===== src/rtl/ul_read_axis_mux_pkg.sv =====
// Shared types and defaults for the UL-to-AXI-Stream read multiplexer.
package ul_read_axis_mux_pkg;

    typedef enum logic {
        ST_IDLE = 1'b0,
        ST_WAIT = 1'b1
    } state_e;

    localparam int DEF_DATA_WIDTH = 32;
    localparam int DEF_NBITS      = 4;
    localparam int DEF_TIMEOUT    = 255;
    localparam int DEF_STAT_WIDTH = 16;

    // Wait-counter width: it only has to reach TIMEOUT-1.
    function automatic int cnt_width(input int timeout);
        return (timeout > 1) ? $clog2(timeout) : 1;
    endfunction

endpackage


===== src/rtl/ul_read_axis_mux_if.sv =====
// UL read channel plus per-port stream handshake, seen from the mux (slave) and its driver (master).
interface ul_read_axis_mux_if
    import ul_read_axis_mux_pkg::*;
#(
    parameter int DATA_WIDTH = DEF_DATA_WIDTH,
    parameter int NBITS      = DEF_NBITS,
    parameter int N          = 1 << NBITS,
    parameter int STAT_WIDTH = DEF_STAT_WIDTH
);
    logic [NBITS-1:0]        s_ul_araddr;
    logic                    s_ul_arvalid;
    logic                    s_ul_arready;
    logic [DATA_WIDTH-1:0]   s_ul_rdata;
    logic                    s_ul_rvalid;
    logic                    s_ul_rready;
    logic                    s_ul_rerr;
    logic [N-1:0]            axis_port_ready;
    logic [N-1:0]            axis_port_valid;
    logic [DATA_WIDTH*N-1:0] axis_port_data;
    logic [NBITS-1:0]        axis_port_addr;
    logic                    axis_port_addr_valid;
    logic [STAT_WIDTH-1:0]   stat_timeouts;

    modport slave (
        input  s_ul_araddr, s_ul_arvalid, s_ul_rready, axis_port_valid, axis_port_data,
        output s_ul_arready, s_ul_rdata, s_ul_rvalid, s_ul_rerr, axis_port_ready,
               axis_port_addr, axis_port_addr_valid, stat_timeouts
    );

    modport master (
        output s_ul_araddr, s_ul_arvalid, s_ul_rready, axis_port_valid, axis_port_data,
        input  s_ul_arready, s_ul_rdata, s_ul_rvalid, s_ul_rerr, axis_port_ready,
               axis_port_addr, axis_port_addr_valid, stat_timeouts
    );

endinterface


===== src/rtl/ul_axis_port_mux.sv =====
// Combinational N:1 selection of stream data and valid by port index.
module ul_axis_port_mux #(
    parameter int DATA_WIDTH = 32,
    parameter int N          = 16,
    parameter int SEL_WIDTH  = 4
) (
    input  logic [SEL_WIDTH-1:0]    sel_i,
    input  logic [DATA_WIDTH*N-1:0] data_i,
    input  logic [N-1:0]            valid_i,
    output logic [DATA_WIDTH-1:0]   data_o,
    output logic                    valid_o
);

    always_comb begin
        // NOTE: defaults first so every path assigns every output; otherwise a latch is inferred.
        data_o  = '0;
        valid_o = 1'b0;
        for (int i = 0; i < N; i++) begin
            if (sel_i == SEL_WIDTH'(i)) begin
                data_o  = data_i[DATA_WIDTH*i +: DATA_WIDTH];
                valid_o = valid_i[i];
            end
        end
    end

endmodule


===== src/rtl/ul_read_axis_mux.sv =====
// Serves UL reads by popping one word from a selected stream port, with timeout,
// non-blocking ports, out-of-range rejection and a saturating timeout statistic.
module ul_read_axis_mux
    import ul_read_axis_mux_pkg::*;
#(
    parameter int                    DATA_WIDTH    = DEF_DATA_WIDTH,
    parameter int                    NBITS         = DEF_NBITS,
    parameter int                    N             = 1 << NBITS,
    parameter int                    TIMEOUT       = DEF_TIMEOUT,
    parameter logic [DATA_WIDTH-1:0] TIMEOUT_DATA  = '1,
    parameter logic [N-1:0]          NONBLOCK_MASK = '0,
    parameter int                    STAT_WIDTH    = DEF_STAT_WIDTH
) (
    input  logic          s_ul_clk,
    input  logic          s_ul_reset,
    ul_read_axis_mux_if.slave bus
);

    localparam int               CW  = cnt_width(TIMEOUT);
    localparam logic [NBITS:0]   N_L = (NBITS + 1)'(N);
    localparam logic [CW-1:0]    CNT_LAST = CW'(TIMEOUT - 1);

    state_e                  state_q;
    logic [NBITS-1:0]        sel_q;
    logic [CW-1:0]           cnt_q;
    logic [N-1:0]            port_ready_q;
    logic [DATA_WIDTH-1:0]   rdata_q;
    logic                    rvalid_q;
    logic                    rerr_q;
    logic [STAT_WIDTH-1:0]   stat_q;

    logic [DATA_WIDTH-1:0]   sel_data;
    logic                    sel_valid;
    logic [N-1:0]            addr_onehot;
    logic                    arready;
    logic                    accept;
    logic                    in_range;
    logic                    transfer;
    logic                    nb_sel;
    logic                    timeout_hit;

    ul_axis_port_mux #(
        .DATA_WIDTH (DATA_WIDTH),
        .N          (N),
        .SEL_WIDTH  (NBITS)
    ) u_port_mux (
        .sel_i   (sel_q),
        .data_i  (bus.axis_port_data),
        .valid_i (bus.axis_port_valid),
        .data_o  (sel_data),
        .valid_o (sel_valid)
    );

    always_comb begin
        addr_onehot = '0;
        for (int i = 0; i < N; i++) begin
            addr_onehot[i] = (bus.s_ul_araddr == NBITS'(i));
        end
    end

    assign arready     = (state_q == ST_IDLE) && (!rvalid_q || bus.s_ul_rready);
    assign accept      = bus.s_ul_arvalid && arready;
    assign in_range    = {1'b0, bus.s_ul_araddr} < N_L;
    // port_ready_q is one-hot on the selected port throughout WAIT.
    assign transfer    = (state_q == ST_WAIT) && (|port_ready_q) && sel_valid;
    assign nb_sel      = |(port_ready_q & NONBLOCK_MASK);
    assign timeout_hit = (TIMEOUT != 0) && (cnt_q == CNT_LAST);

    always_ff @(posedge s_ul_clk) begin
        // NOTE: sequential state uses non-blocking assignments so all registers update from pre-edge values.
        if (s_ul_reset) begin
            state_q      <= ST_IDLE;
            sel_q        <= '0;
            cnt_q        <= '0;
            port_ready_q <= '0;
            rdata_q      <= '0;
            rvalid_q     <= 1'b0;
            rerr_q       <= 1'b0;
            stat_q       <= '0;
        end else begin
            case (state_q)
                ST_IDLE: begin
                    if (rvalid_q && bus.s_ul_rready) begin
                        rvalid_q <= 1'b0;
                        rerr_q   <= 1'b0;
                    end
                    if (accept) begin
                        if (in_range) begin
                            sel_q        <= bus.s_ul_araddr;
                            port_ready_q <= addr_onehot;
                            cnt_q        <= '0;
                            state_q      <= ST_WAIT;
                        end else begin
                            rdata_q  <= TIMEOUT_DATA;
                            rvalid_q <= 1'b1;
                            rerr_q   <= 1'b1;
                        end
                    end
                end
                ST_WAIT: begin
                    if (transfer) begin
                        port_ready_q <= '0;
                        rdata_q      <= sel_data;
                        rvalid_q     <= 1'b1;
                        rerr_q       <= 1'b0;
                        state_q      <= ST_IDLE;
                    end else if (nb_sel || timeout_hit) begin
                        port_ready_q <= '0;
                        rdata_q      <= TIMEOUT_DATA;
                        rvalid_q     <= 1'b1;
                        rerr_q       <= 1'b1;
                        state_q      <= ST_IDLE;
                        if (stat_q != '1) begin
                            stat_q <= stat_q + STAT_WIDTH'(1);
                        end
                    end else begin
                        cnt_q <= cnt_q + CW'(1);
                    end
                end
                default: state_q <= ST_IDLE;
            endcase
        end
    end

    assign bus.s_ul_arready         = arready;
    assign bus.s_ul_rdata           = rdata_q;
    assign bus.s_ul_rvalid          = rvalid_q;
    assign bus.s_ul_rerr            = rerr_q;
    assign bus.axis_port_ready      = port_ready_q;
    assign bus.axis_port_addr       = sel_q;
    assign bus.axis_port_addr_valid = (state_q == ST_WAIT);
    assign bus.stat_timeouts        = stat_q;

endmodule

===== src/flat_wrapper.sv =====
// flat-port wrapper written by rule: the top's interface ports become plain ports
module ul_read_axis_mux_flat import ul_read_axis_mux_pkg::*;
#(
    parameter int                    DATA_WIDTH    = DEF_DATA_WIDTH,
    parameter int                    NBITS         = DEF_NBITS,
    parameter int                    N             = 1 << NBITS,
    parameter int                    TIMEOUT       = DEF_TIMEOUT,
    parameter logic [DATA_WIDTH-1:0] TIMEOUT_DATA  = '1,
    parameter logic [N-1:0]          NONBLOCK_MASK = '0,
    parameter int                    STAT_WIDTH    = DEF_STAT_WIDTH
)
  (s_ul_clk, s_ul_reset, bus_s_ul_araddr, bus_s_ul_arvalid, bus_s_ul_rready, bus_axis_port_valid, bus_axis_port_data, bus_s_ul_arready, bus_s_ul_rdata, bus_s_ul_rvalid, bus_s_ul_rerr, bus_axis_port_ready, bus_axis_port_addr, bus_axis_port_addr_valid, bus_stat_timeouts);
  ul_read_axis_mux_if #(.DATA_WIDTH(DATA_WIDTH), .NBITS(NBITS), .N(N), .STAT_WIDTH(STAT_WIDTH)) bus_i ();
  input  logic s_ul_clk;
  input  logic s_ul_reset;
  input wire logic [$bits(bus_i.s_ul_araddr)-1:0] bus_s_ul_araddr;
  input wire logic [$bits(bus_i.s_ul_arvalid)-1:0] bus_s_ul_arvalid;
  input wire logic [$bits(bus_i.s_ul_rready)-1:0] bus_s_ul_rready;
  input wire logic [$bits(bus_i.axis_port_valid)-1:0] bus_axis_port_valid;
  input wire logic [$bits(bus_i.axis_port_data)-1:0] bus_axis_port_data;
  output wire logic [$bits(bus_i.s_ul_arready)-1:0] bus_s_ul_arready;
  output wire logic [$bits(bus_i.s_ul_rdata)-1:0] bus_s_ul_rdata;
  output wire logic [$bits(bus_i.s_ul_rvalid)-1:0] bus_s_ul_rvalid;
  output wire logic [$bits(bus_i.s_ul_rerr)-1:0] bus_s_ul_rerr;
  output wire logic [$bits(bus_i.axis_port_ready)-1:0] bus_axis_port_ready;
  output wire logic [$bits(bus_i.axis_port_addr)-1:0] bus_axis_port_addr;
  output wire logic [$bits(bus_i.axis_port_addr_valid)-1:0] bus_axis_port_addr_valid;
  output wire logic [$bits(bus_i.stat_timeouts)-1:0] bus_stat_timeouts;
  assign bus_i.s_ul_araddr = bus_s_ul_araddr;
  assign bus_i.s_ul_arvalid = bus_s_ul_arvalid;
  assign bus_i.s_ul_rready = bus_s_ul_rready;
  assign bus_i.axis_port_valid = bus_axis_port_valid;
  assign bus_i.axis_port_data = bus_axis_port_data;
  assign bus_s_ul_arready = bus_i.s_ul_arready;
  assign bus_s_ul_rdata = bus_i.s_ul_rdata;
  assign bus_s_ul_rvalid = bus_i.s_ul_rvalid;
  assign bus_s_ul_rerr = bus_i.s_ul_rerr;
  assign bus_axis_port_ready = bus_i.axis_port_ready;
  assign bus_axis_port_addr = bus_i.axis_port_addr;
  assign bus_axis_port_addr_valid = bus_i.axis_port_addr_valid;
  assign bus_stat_timeouts = bus_i.stat_timeouts;
  ul_read_axis_mux #(.DATA_WIDTH(DATA_WIDTH), .NBITS(NBITS), .N(N), .TIMEOUT(TIMEOUT), .TIMEOUT_DATA(TIMEOUT_DATA), .NONBLOCK_MASK(NONBLOCK_MASK), .STAT_WIDTH(STAT_WIDTH)) u_core (.s_ul_clk(s_ul_clk), .s_ul_reset(s_ul_reset), .bus(bus_i));
endmodule

===== config.mk =====
export PLATFORM = sky130hd
export DESIGN_NAME = ul_read_axis_mux_flat
export DESIGN_NICKNAME = d
export VERILOG_FILES = /design/src/rtl/ul_read_axis_mux_pkg.sv /design/src/rtl/ul_read_axis_mux_if.sv /design/src/rtl/ul_axis_port_mux.sv /design/src/rtl/ul_read_axis_mux.sv /design/src/flat_wrapper.sv
export SDC_FILE = /design/constraint.sdc
export NUM_CORES = 1
export LEC_CHECK = 0
export BUFFER_PORTS_ARGS = -buffer_cell sky130_fd_sc_hd__buf_2
export CORE_AREA = 2 2 236 238
export CTS_BUF_LIST = sky130_fd_sc_hd__clkbuf_4
export CTS_CLUSTER_DIAMETER = 80
export CTS_CLUSTER_SIZE = 8
export DETAILED_ROUTE_END_ITERATION = 16
export DIE_AREA = 0 0 238 240
export GPL_TIMING_DRIVEN = 0
export SLEW_MARGIN = 40
export SYNTH_ARGS = -nofsm -noshare
export SYNTH_HDL_FRONTEND = slang
export SYNTH_SLANG_ARGS = --single-unit

===== constraint.sdc =====
create_clock -name s_ul_clk -period 3.4 [get_ports s_ul_clk]
set_input_delay 1.02 -clock s_ul_clk [delete_from_list [all_inputs] [get_ports s_ul_clk]]
set_output_delay 1.02 -clock s_ul_clk [all_outputs]
set_load 0.005 [all_outputs]

==> summary.txt <==
Largest area contributor in the netlist: dfxtp_1
Pre-antenna DRT Iters: 6
Tot GR Track Use: 28.0%
CTS tree: done
Syn avg cell area: 7.23 um2
Number of CTS-inserted buffers: 9
Largest net degree at the start of global routing: 20
Worst Max-Slew Pin Slew: 949 ps
Area contributors post-synth: dfxtp_1, a21oi_1, nor2_1
Final min period: 3400 ps
Max clock buf depth: 2
Layout cells sized above 1: 45.8%
Global-route wire length before repair: 109 mm
Vias per cell: 5.31
Commonest non-fill, non-tap cells in the layout: buf_2, nor2_1, a21oi_1, nand2_1, dfxtp_1
Clock Latency Late Sink: 460 ps
Initial antenna violation count: 48
Area delta synth->final: 53.2%
Peak supply drop: 0.000165 V
Area share of the largest cell type after synthesis: 18.8%
M1 WL: 33.9 mm
Initial Utilization: 15.4%
Slew Limit Fails: 0
Gate Count Post-Synth: 1,165
Ys Warns: 0
Core Util, Final: 23.6%
Mapped Area: 8420 um2
Initial DRC Count: 1,258
Die Wd: 238 um
Routability Congestion: 0.951
Min Hold Slack: 494 ps
Ys async rst share: 0%
Leak pwr: 5.64 nW
Core box area: 54,700 um2
CTS root buffer: clkbuf_4
PwrDens: 254 nW/um2
Vias in the first global route: 13,115
Clock slew at reported path FFs: 160 ps
Hold Path Class: register to register
Placed Cells: 2,477
Post-synth EDFFs: 0
Met2 routed WL: 38.0 mm
Worst Path Required: 3750 ps
Kind of critical path: register to register
PortBufs: 606
Top sig layer: met5
Setup TNS: 0 ps
Net count after synthesis: 1,704
Overflow after GRT: 0
DRC: 0
FMAX: 0.294 GHz
Final Non-Filler Cells: 2,516
Status: finished, final reports clean
Layout Skew: 30.1 ps
H-tree levels: 3
#FFs+latches synth: 79
Final hold vios: 0
Routed via count: 13,357
Post-synth top flop: dfxtp_1
Nets: 2,327
Final WL: 83.6 mm
Crit path DAT: 3740 ps
Hold_buf cts: 0
RSZ-0062 raised after global routing: yes
Max-Slew Margin vs Limit: 36.7%
Tcrit/Tclk final: 99.9%
Top-Level Pins: 608
MaxCap Viol Count: 0
Post-synthesis sequential area ratio: 18.8%
CP Capture Type: register
Post-DRT Antenna Nets: 0
Crit start category: register
Commonest non-fill, non-tap cell in the layout: buf_2
Num rows: 86
WL/cell: 33.2 um
Dpl hpwl: 69.7 mm
Critical path fanouts, max: 10
Routed wl met3: 8.04 mm
Die area: 57,100 um2
Die Height: 240 um
Final setup fails: 0
Cell variety after synth: 75
Clock sinks: 79
-- synth_stat cells, types with 5 or more instances --
cell type / instances
buf_2: 35
and3_1: 11
a31oi_1: 11
mux4_2: 13
nand3_1: 25
mux2i_1: 48
a32oi_1: 14
buf_1: 11
a221o_1: 6
nand2_1: 91
and2_1: 6
nor4_1: 11
clkbuf_1: 59
a221oi_1: 21
nand2b_1: 11
inv_1: 10
o32ai_1: 7
o221ai_1: 18
o31a_1: 5
mux2_2: 30
nor3_1: 55
o311a_1: 5
o22ai_1: 32
o211ai_1: 12
a22oi_1: 22
nor2_1: 134
nor3b_1: 7
a311oi_1: 9
a31o_2: 17
o21ai_0: 83
buf_4: 9
a211oi_1: 18
dfxtp_1: 79
a21oi_1: 101
o31ai_1: 10
nor2b_1: 26
nand4_1: 11
a22o_1: 11
-- timing repair --
item,4_1_cts,5_1_grt
setup buffers,3,3
gates resized for setup,63,25
setup endpoints to repair,62,25
pin swaps,4,2
-- sequential cells by signal, indices dropped and copies added, names as in the netlist --
name	count
u_core.bus.axis_port_ready	16
u_core.bus.axis_port_addr_valid	1
u_core.bus.s_ul_rerr	1
u_core.bus.s_ul_rdata	32
u_core.bus.axis_port_addr	4
u_core.cnt_q	8
u_core.bus.stat_timeouts	16
u_core.bus.s_ul_rvalid	1
-- worst max-delay path: stages (launching register included) --
cell and delay (ps):
dfxtp_2 550, buf_6 190, buf_6 150, buf_6 170
buf_2 320, buf_4 320, mux4_2 330, a221oi_1 450
o21ai_1 340, a211oi_2 370, nor3_1 80
-- per-layer routing --
metal / vias up / GRT usage (%)
met1: 6394 / 35.2
met2: 961 / 46.7
met4: 32 / 10.3
met3: 189 / 6.51
li1: 5781 / -
met5: - / 0
-- worst paths after layout --
check | from | endpoint | slack, ps | cells past startpoint
max | u_core.bus.axis_port_addr[1] | u_core.bus.s_ul_rdata[24] | 3 | 10
min | u_core.cnt_q[5] | u_core.cnt_q[5] | 490 | 2
max reg2reg | u_core.bus.axis_port_addr[1] | u_core.bus.s_ul_rdata[24] | 3 | 10
min reg2reg | u_core.cnt_q[5] | u_core.cnt_q[5] | 490 | 2
-- report_power, final --
group          internal [mW]  switching (mW)
registers              0.952          0.0249
clock network          0.232           0.391
logic                  0.632            1.05
-- cell type report --
| class | instances | area, um2 |
|---|---|---|
| clock inverter | 7 | 78.8 |
| multi-input combinational | 957 | 6430 |
| fill | 6281 | 41800 |
| tap | 704 | 881 |
| antenna | 19 | 47.5 |
| sequential | 79 | 1580 |
| buffer | 116 | 661 |
| clock buffer | 9 | 67.6 |
| inverter | 11 | 45.0 |
| timing repair buffer | 614 | 3110 |
-- logic make-up (layout without fill, tap and decap cells) --
| logic type | Yosys count | in the layout | synth area share (%) |
|---|---|---|---|
| xor+xnor | 4 | 4 | 0.416 |
| simple gates | 407 | 407 | 23.0 |
| fa+ha+maj | 3 | 3 | 0.446 |
| compound gates | 452 | 452 | 37.1 |
| flops | 79 | 79 | 18.8 |
| other cells | 0 | 19 | 0 |
| buf+inv | 129 | 757 | 7.03 |
| mux | 91 | 91 | 13.2 |
-- metrics by stage --
stage / instance area [um2] / power, mW / setup slack, ps
3_5_place_dp: 12400 / 2.60 / -884
4_1_cts: 12800 / 3.26 / -54.6
2_1_floorplan: 8420 / 1.67 / 634
6_report: 12900 / 3.28 / 3.12
5_1_grt: 12900 / 3.40 / -6.87
3_3_place_gp: 12300 / 2.59 / -1480
Power figures use the tool's default switching activity.
